--- src/rtl/uart_pkg.sv ---
// Shared UART definitions: FSM encoding, frame geometry and the baud divisor
// calculation, common to the transmitter and receiver.
package uart_pkg;

  localparam int unsigned OVERSAMPLE = 16;
  localparam int unsigned DATA_BITS  = 8;
  localparam int unsigned TICK_W     = $clog2(OVERSAMPLE);
  localparam int unsigned BIT_W      = $clog2(DATA_BITS);

  typedef enum logic [1:0] {
    ST_IDLE  = 2'd0,
    ST_START = 2'd1,
    ST_DATA  = 2'd2,
    ST_STOP  = 2'd3
  } uart_state_t;

  // Clocks per oversample tick, truncated; never below 1.
  function automatic int unsigned calc_div(input int unsigned clk_freq,
                                           input int unsigned baud);
    int unsigned d;
    d = clk_freq / (baud * OVERSAMPLE);
    return (d == 0) ? 1 : d;
  endfunction

endpackage

--- src/rtl/uart_tx_baud_gen.sv ---
// Oversample tick generator: one-cycle pulse every DIV clocks, with a
// synchronous clear that restarts the count for frame alignment.
module baud_gen #(
  parameter int unsigned DIV = 651
) (
  input  logic clk,
  input  logic rst,
  input  logic clr,
  output logic tick
);

  localparam int unsigned CW = (DIV > 1) ? $clog2(DIV) : 1;

  logic [CW-1:0] cnt;

  assign tick = (cnt == CW'(DIV - 1)) && !clr;

  always_ff @(posedge clk) begin
    if (rst || clr || tick) cnt <= '0;
    else                    cnt <= cnt + CW'(1);
  end

endmodule

--- src/rtl/uart_tx.sv ---
// 8N1 UART transmitter: 16x oversampled bit timing, LSB first, registered
// line output, STATUS high while idle and ready to accept a byte.
module uart_tx
  import uart_pkg::*;
#(
  parameter int unsigned CLK_FREQ = 100000000,
  parameter int unsigned BAUD     = 9600
) (
  input  logic       clk,
  input  logic       rst,
  input  logic [7:0] DATA,
  input  logic       TX_EN,
  output logic       TX,
  output logic       STATUS
);

  localparam int unsigned DIV = calc_div(CLK_FREQ, BAUD);

  uart_state_t          state, state_nxt;
  logic [DATA_BITS-1:0] shreg, shreg_nxt;
  logic [TICK_W-1:0]    tick_cnt, tick_cnt_nxt;
  logic [BIT_W-1:0]     bit_cnt, bit_cnt_nxt;
  logic                 tick, accept, tick_last, last_bit;
  logic                 tx_d, tx_q;

  assign accept    = (state == ST_IDLE) && TX_EN;
  assign tick_last = tick && (tick_cnt == TICK_W'(OVERSAMPLE - 1));
  assign last_bit  = (bit_cnt == BIT_W'(DATA_BITS - 1));

  baud_gen #(.DIV(DIV)) u_baud_gen (
    .clk  (clk),
    .rst  (rst),
    .clr  (accept),
    .tick (tick)
  );

  always_ff @(posedge clk) begin
    if (rst) state <= ST_IDLE;
    else     state <= state_nxt;
  end

  always_comb begin
    state_nxt = state;
    case (state)
      ST_IDLE:  if (TX_EN)                 state_nxt = ST_START;
      ST_START: if (tick_last)             state_nxt = ST_DATA;
      ST_DATA:  if (tick_last && last_bit) state_nxt = ST_STOP;
      ST_STOP:  if (tick_last)             state_nxt = ST_IDLE;
      default:                             state_nxt = ST_IDLE;
    endcase
  end

  always_comb begin
    shreg_nxt    = shreg;
    tick_cnt_nxt = tick_cnt;
    bit_cnt_nxt  = bit_cnt;
    if (accept) begin
      shreg_nxt    = DATA;
      tick_cnt_nxt = '0;
      bit_cnt_nxt  = '0;
    end else if (state != ST_IDLE && tick) begin
      tick_cnt_nxt = tick_last ? '0 : tick_cnt + TICK_W'(1);
      if (tick_last && state == ST_DATA) begin
        shreg_nxt   = shreg >> 1;
        bit_cnt_nxt = bit_cnt + BIT_W'(1);
      end
    end
  end

  // Line level is decoded from next-state values so the registered TX
  // changes on the same edge as the state, keeping acceptance latency at 1.
  always_comb begin
    tx_d = 1'b1;
    case (state_nxt)
      ST_START: tx_d = 1'b0;
      ST_DATA:  tx_d = shreg_nxt[0];
      default:  tx_d = 1'b1;
    endcase
  end

  always_ff @(posedge clk) begin
    if (rst) begin
      shreg    <= '0;
      tick_cnt <= '0;
      bit_cnt  <= '0;
      tx_q     <= 1'b1;
    end else begin
      shreg    <= shreg_nxt;
      tick_cnt <= tick_cnt_nxt;
      bit_cnt  <= bit_cnt_nxt;
      tx_q     <= tx_d;
    end
  end

  assign TX     = tx_q;
  assign STATUS = (state == ST_IDLE);

endmodule

--- config.mk ---
export PLATFORM = sky130hd
export DESIGN_NAME = uart_tx
export DESIGN_NICKNAME = d
export VERILOG_FILES = /design/src/rtl/uart_pkg.sv /design/src/rtl/uart_tx_baud_gen.sv /design/src/rtl/uart_tx.sv
export SDC_FILE = /design/constraint.sdc
export NUM_CORES = 1
export LEC_CHECK = 0
export CAP_MARGIN = 5
export CORE_UTILIZATION = 59
export CTS_CLUSTER_SIZE = 25
export DETAILED_ROUTE_END_ITERATION = 8
export PLACE_DENSITY = 0.82
export SLEW_MARGIN = 20
export SYNTH_ARGS = -nofsm -noshare
export SYNTH_HDL_FRONTEND = slang
export SYNTH_SLANG_ARGS = --single-unit
export TNS_END_PERCENT = 50
--- constraint.sdc ---
create_clock -name clk -period 6.35 [get_ports clk]
set_clock_uncertainty 0.1 [all_clocks]
set_input_delay 1.27 -clock clk [delete_from_list [all_inputs] [get_ports clk]]
set_output_delay 1.27 -clock clk [all_outputs]
set_load 0.03 [all_outputs]
==> metrics.md, run 1 <==
| Metric | Value |
|---|---|
| Most Frequent Cell on Critical Path | nand2b_1 |
| Max Clk Rate | between 300 and 400 MHz |
| Post-Syn Area | 1339 µm² |
| Clock transition at path regs | 0.14 ns |
| Slowest cell on the critical path | or3b_1 |
| Via count of the first global-routing pass | about 1100 |
| Core ar. | 2042 µm² |
| Cell Count Post-Placement | about 180 |
| Post-CTS setup-driven buffer insertion count | 0 |
| Cell leakage power | ~0.48 nW |
| IO Pins | 13 |
| First-pass GRT wire length | about 4.5 mm |
| Synth area leaders | dfxtp_1, mux2i_1, nor2_1 |
| Post-CTS sizing | 0 |
| Top cell type's share of synthesized area | 0.4187 |
| Met2 wire length | 1.193 mm |
| TritonRoute pass-1 iters | 4 |
| R2R Setup Slk | 4.08 ns |
| Final Util | 0.7328 |
| Most frequent cells in the layout | dfxtp_1, nor2_1, mux2i_1, clkdlybuf4s50_1, nand2_1 |
| Htree depth | 1 |
| Total negative slack | 0 ns |
| Die height | between 40 and 50 µm |
| CP startpoint kind | primary input |
| Pwr Density | 190.6 nW/µm² |
| # rows | 16 |
| Syn_area_per_cell | 9.107 µm² |
| DR vias/cell | slightly below 6 |
| Worst reg2reg path depth | 4 |
| Endpoint type of the worst setup path | register |
| Reg2reg start | u_baud_gen.cnt[4]$_SDFF_PP0_ |
| Met3 wire len | between 40 and 50 µm |
| Clk sinks | 28 |
| Mapped Nets | roughly 160 |
| Post-synthesis register bit count | 28 |
| Clock Path Buffers | 2 |
| Ant. Diodes | 0 |
| Worst-path fanout max | 14 |
| Post-DP HPWL | ~1.9 mm |
| Seq/Total Area, Yosys | 0.4187 |
| Antenna Nets Post-Route | 0 |
| Layout area overhead | 11.78% |
| Gr ovfl total | 0 |
| Commonest non-fill, non-tap cell in the layout | dfxtp_1 |
| Peak supply drop | about 0.14 mV |
| Via count | 1064 |
| WP data required | around 6.5 ns |
| Final WL | approximately 2.6 mm |
| Top cell family by delay on the critical path | simple AND/OR/NAND/NOR gates |
| Max transition margin | 0.4832 |
| Uppermost layer routed | met4 |
| Worst min-delay path class | reg -> reg |
| Filler cells | roughly 170 |
| Number of remaining DRC errors | 0 |
| Number of I/O port buffers | 12 |
| CP Depth | 5 |
| Period minus WS final | between 3 and 4 ns |
| Layout cell share with drive strength beyond 1 | 0.05732 |
| CP cell instances | clkdlybuf4s50_1, or3b_1, nand2b_1, nand2b_1, nor2_1 |
| Die X | slightly below 50 µm |
| Initial antenna violation count | 0 |
| Nets | around 180 |
| CTS tree | built |
| CP bufs+invs | 1 |
| Initial core utilization | 0.6556 |
| Netlist cell types | 33 |
| Setup CP Type | in -> reg |
| Crit path to | u_baud_gen.cnt[6]$_SDFF_PP0_ |
| M1 wire length | between 1 and 1.5 mm |
| Synthesized instance count | approximately 150 |
| Worst-Margin Slew | just under 0.8 ns |
| Async SR Flop Fraction | 0 |
| Count of pins over their slew limit | 0 |
| # setup viols final | 0 |
| Total CTS buffers | 3 |
| Max cap viols | 0 |
| Clock root cell | clkbuf_4 |
| Die area | approximately 2500 µm² |
| Largest net degree at the start of global routing | 15 |
| # hold bufs at CTS | 0 |
| Post-Layout Cell Count | between 150 and 200 |
| Final Hold Viols | 0 |
| Period utilization | 0.4764 |
| Critical Path AT | ~3.2 ns |
| RD Place Congestion | 0.7937 |
| Ys Warns | 0 |
| Total track usage | 0.2338 |
| Reg2reg end | tick_cnt[3]$_SDFFE_PP0P_ |
| Start point of the critical path | TX_EN |
| RSZ-0062 raised after global routing | no |
| Synth Flop Type | dfxtp_1 |
| Status | complete, no violations |
| Post-synth EDFFs | 0 |
| WL/cell | about 14 µm |
| Latest clock arrival within the worst-skew pair | about 0.32 ns |
| Initial drt markers | 15 |
| CP peak stage delay | ~0.55 ns |
| Yosys top cell by area | dfxtp_1 |
[layer usage]
layer  GRT usage  up-vias
li1            -      539
met1      0.3038      507
met2      0.3919       13
met3     0.03086        5
met4     0.08571        0
met5           0        -
[Yosys cell counts, drive strengths merged (3+ instances only)]
cell	number
inv	3
ha	5
a211oi	7
clkbuf	5
dfxtp	28
nor2	27
nand3b	3
xnor2	8
nand3	5
nor4	6
mux2i	12
nand2	9
a21oi	5
nand2b	3
[stage by stage]
stage               worst slack [ns]  area (µm²)  hold WS [ns]  power [W]
floorplan                      3.706        1339        0.3417  0.0002059
global placement               3.060        1474        0.3663  0.0002164
detailed placement             2.974        1474        0.3750  0.0002177
CTS                            3.324        1496        0.4062  0.0002854
global route                   3.170        1496        0.4364  0.0002947
finish                         3.325        1496        0.3999  0.0002852
[power by group]
part	total (W)	switching, W	internal [W]
Sequential	0.000186	0.00000436	0.000182
Clock	0.0000713	0.0000490	0.0000223
Combinational	0.0000280	0.0000139	0.0000141
[cell families after synthesis]
| logic type | synth area share |
|---|---|
| XOR/XNOR | 0.06543 |
| buffers and inverters | 0.02804 |
| AO/OA/AOI/OAI | 0.08038 |
| multiplexers | 0.09813 |
| adder cells (fa/ha/maj) | 0.04673 |
| flip-flops | 0.4187 |
| AND/OR/NAND/NOR | 0.2626 |
[final cells by class]
cell class | instances | area [µm²] | share of cell area
Multi-Input combinational cell | 110 | 740.7 | 0.4950
Tap cell | 27 | 33.78 | 0.02258
Timing Repair Buffer | 13 | 127.6 | 0.08528
Clock buffer | 3 | 22.52 | 0.01505
Sequential cell | 28 | 560.5 | 0.3746
Inverter | 3 | 11.26 | 0.007525
[sequential cells by signal (all words and copies together) (netlist names)]
| signal | count |
|---|---|
| state | 2 |
| u_baud_gen.cnt | 10 |
| TX | 1 |
| tick_cnt | 4 |
| bit_cnt | 3 |
| shreg | 8 |
[worst min path at each step]
stage               slack (ns)                    startpoint                      endpoint  cells past startpoint
floorplan                 0.34  u_baud_gen.cnt[0]$_SDFF_PP0_  u_baud_gen.cnt[0]$_SDFF_PP0_                      1
global placement          0.37  u_baud_gen.cnt[0]$_SDFF_PP0_  u_baud_gen.cnt[0]$_SDFF_PP0_                      1
detailed placement        0.38  u_baud_gen.cnt[0]$_SDFF_PP0_  u_baud_gen.cnt[0]$_SDFF_PP0_                      1
CTS                       0.41  u_baud_gen.cnt[0]$_SDFF_PP0_  u_baud_gen.cnt[0]$_SDFF_PP0_                      1
global route              0.44  u_baud_gen.cnt[0]$_SDFF_PP0_  u_baud_gen.cnt[0]$_SDFF_PP0_                      1
finish                    0.40  u_baud_gen.cnt[0]$_SDFF_PP0_  u_baud_gen.cnt[0]$_SDFF_PP0_                      1
No activity file was read; power rests on OpenSTA's default activity.
==> inputs of run 2 (changes only) <==
CORE_UTILIZATION = 55   (was 59)
PLACE_DENSITY = 0.77   (was 0.82)
clock period = 2.8 ns   (was 6.35 ns; I/O delays follow)
==> metrics.md, run 2 (same netlist as run 1, synthesis figures left out) <==
| Metric | Value |
|---|---|
| IO Pins | 13 (unchanged) |
| Post-CTS setup-driven buffer insertion count | 0 (unchanged) |
| Latest clock arrival within the worst-skew pair | 0.32 ns (about the same) |
| Reg2reg start | u_baud_gen.cnt[4]$_SDFF_PP0_ |
| CP startpoint kind | register |
| DR vias/cell | 5.564 (-3.8%) |
| GR peak layer | met2 |
| Commonest non-fill, non-tap cell in the layout | dfxtp_1 |
| Final Hold Viols | 0 (unchanged) |
| Largest net degree at the start of global routing | 16 (+1) |
| Number of I/O port buffers | 12 (unchanged) |
| Critical Path AT | 1.70 ns (-1.45 ns) |
| Ant. Diodes | 0 (unchanged) |
| Layout cell share with drive strength beyond 1 | 0.07500 (+0.01768) |
| GRT met3 Usage | 0.02679 (-0.004078) |
| Worst-path fanout max | 9 (-5) |
| Top cell family by delay on the critical path | buffers and inverters |
| Largest regs | u_baud_gen.cnt: 10 flops, shreg: 8 flops, tick_cnt: 4 flops |
| RD Place Congestion | 0.7698 (-3.0%) |
| Clk sinks | 28 (unchanged) |
| Endpoint type of the worst setup path | output pin |
| Clock transition at path regs | 0.15 ns (about the same) |
| Pwr Density | 446.7 nW/µm² (+130%) |
| Die height | 51.34 µm (+3.4%) |
| Initial drt markers | 12 (-3) |
| R2R Setup Slk | 0.62 ns (-3.46 ns) |
| WP data required | 2.14 ns (-4.33 ns) |
| Clock root cell | clkbuf_4 |
| Peak supply drop | 0.3533 mV (+150%) |
| Setup CP Type | reg -> out |
| Post-DP HPWL | 1.816 mm (-5.2%) |
| Max cap viols | 0 (unchanged) |
| RSZ-0062 raised after global routing | no |
| CP peak stage delay | 0.71 ns (+0.16 ns) |
| CP cell instances | nor2_1, clkdlybuf4s50_1 |
| Filler cells | 192 (+14%) |
| # hold bufs at CTS | 0 (unchanged) |
| Worst-Margin Slew | 0.6820 ns (-0.08614 ns) |
| GR Layer Usage met1 | 0.2752 (-0.02862) |
| Initial core utilization | 0.5938 (-0.06185) |
| Total CTS buffers | 3 (unchanged) |
| TritonRoute pass-1 iters | 4 (unchanged) |
| Final WL | 2.361 mm (-8.0%) |
| Via count of the first global-routing pass | 1005 (-8.1%) |
| Period minus WS final | about 2.4 ns |
| Max Clk Rate | 424.4 MHz |
| Htree depth | 1 (unchanged) |
| Biggest register | u_baud_gen.cnt |
| Worst reg2reg path depth | 4 (unchanged) |
| Met2 usage | 0.3706 (-0.02128) |
| Clock Path Buffers | 2 (unchanged) |
| CP bufs+invs | 1 (unchanged) |
| Most frequent cells in the layout | dfxtp_1, nor2_1, mux2i_1, clkdlybuf4s50_1, nand2_1 |
| Worst Hold End | u_baud_gen.cnt[0]$_SDFF_PP0_ |
| Post-CTS sizing | 0 (unchanged) |
| Max transition margin | 0.5412 (+0.05796) |
| Cell leakage power | 0.5002 nW (+3.4%) |
| Period utilization | 0.8415 |
| Initial antenna violation count | 0 (unchanged) |
| CP Depth | 2 (-3) |
| Slowest cell on the critical path | clkdlybuf4s50_1 |
| Worst min-delay path class | reg -> reg |
| Status | complete, no violations |
| Core ar. | 2255 µm² (+10%) |
| # rows | 17 (+1) |
| First-pass GRT wire length | 4.291 mm (-4.5%) |
| Count of pins over their slew limit | 0 (unchanged) |
| Via count | 1046 (-1.7%) |
| Post-layout power | 0.0006819 W (+140%) |
| Total track usage | 0.2161 (-0.01765) |
| Total negative slack | 0 ns (unchanged) |
| Reg2reg end | tick_cnt[3]$_SDFFE_PP0P_ |
| Number of remaining DRC errors | 0 (unchanged) |
| Layout area overhead | 14.02% |
| Antenna Nets Post-Route | 0 (unchanged) |
| Die area | 2635 µm² (+7.0%) |
| Max reg flops | 10 (unchanged) |
| WL/cell | 12.56 µm (-9.9%) |
| Nets | 177 (+1.1%) |
| WHS Path Cells | 1 (unchanged) |
| # setup viols final | 0 (unchanged) |
| Gr ovfl total | 0 (unchanged) |
| CTS tree | built |
| Die X | 51.34 µm (+3.4%) |
| Hold_sp | u_baud_gen.cnt[0]$_SDFF_PP0_ |
==> run 2: cell types whose count changed in the layout (fill, tap and decap cells not counted) <==
cell	previous run	this run
buf_4	1	3
clkbuf_8	0	1
==> run 2: through the flow <==
| step | util | setup slack (ns) | hold slack [ns] | area, µm² | instances |
|---|---|---|---|---|---|
| after floorplan | - | 0.7254 | 0.3417 | 1339 | 147 |
| after detailed placement | 0.6609 | 0.4910 | 0.3636 | 1490 | 184 |
| final | 0.6770 | 0.4438 | 0.3981 | 1526 | 188 |
| after global routing | 0.6770 | 0.3221 | 0.4378 | 1526 | 188 |
| after CTS | 0.6770 | 0.4263 | 0.3964 | 1526 | 188 |
| after global placement | 0.6609 | 0.5395 | 0.3587 | 1490 | 184 |
==> run 2: how the worst max path moves through the flow <==
stage	start	end	slack [ns]
final	state[1]$_SDFF_PP0_	STATUS	0.44
after global routing	state[1]$_SDFF_PP0_	STATUS	0.32
after CTS	state[1]$_SDFF_PP0_	STATUS	0.43
after detailed placement	TX_EN	TX$_SDFF_PP1_	0.49
after global placement	TX_EN	TX$_SDFF_PP1_	0.54
after floorplan	u_baud_gen.cnt[4]$_SDFF_PP0_	tick_cnt[3]$_SDFFE_PP0P_	0.73
==> run 2: final cells by class <==
class	count	area (µm²)	area share
tap	28	35.03	0.02295
inverter	3	11.26	0.007377
multi-input combinational	110	740.7	0.4852
clock buffer	4	36.28	0.02377
timing repair buffer	15	142.6	0.09344
sequential	28	560.5	0.3672
==> run 2: worst register-to-register path, stage by stage, from the launching register on <==
cell and delay (ns):
dfxtp_1 0.37, or4b_4 0.59, or4_4 0.51, or4_1 0.40, a21oi_1 0.15
==> run 2: power by group <==
part / total, W / leakage, nW / switching, W / internal, W
registers: 0.000421 / 0.228 / 0.00000946 / 0.000412
logic: 0.0000674 / 0.251 / 0.0000328 / 0.0000347
clock network: 0.000193 / 0.0210 / 0.000114 / 0.0000795
==> run 2: metal layers <==
layer / vias up / wire, µm
li1: 548 / -
met5: - / 0
met4: 0 / 17
met1: 484 / 1169
met2: 12 / 1118
met3: 2 / 55
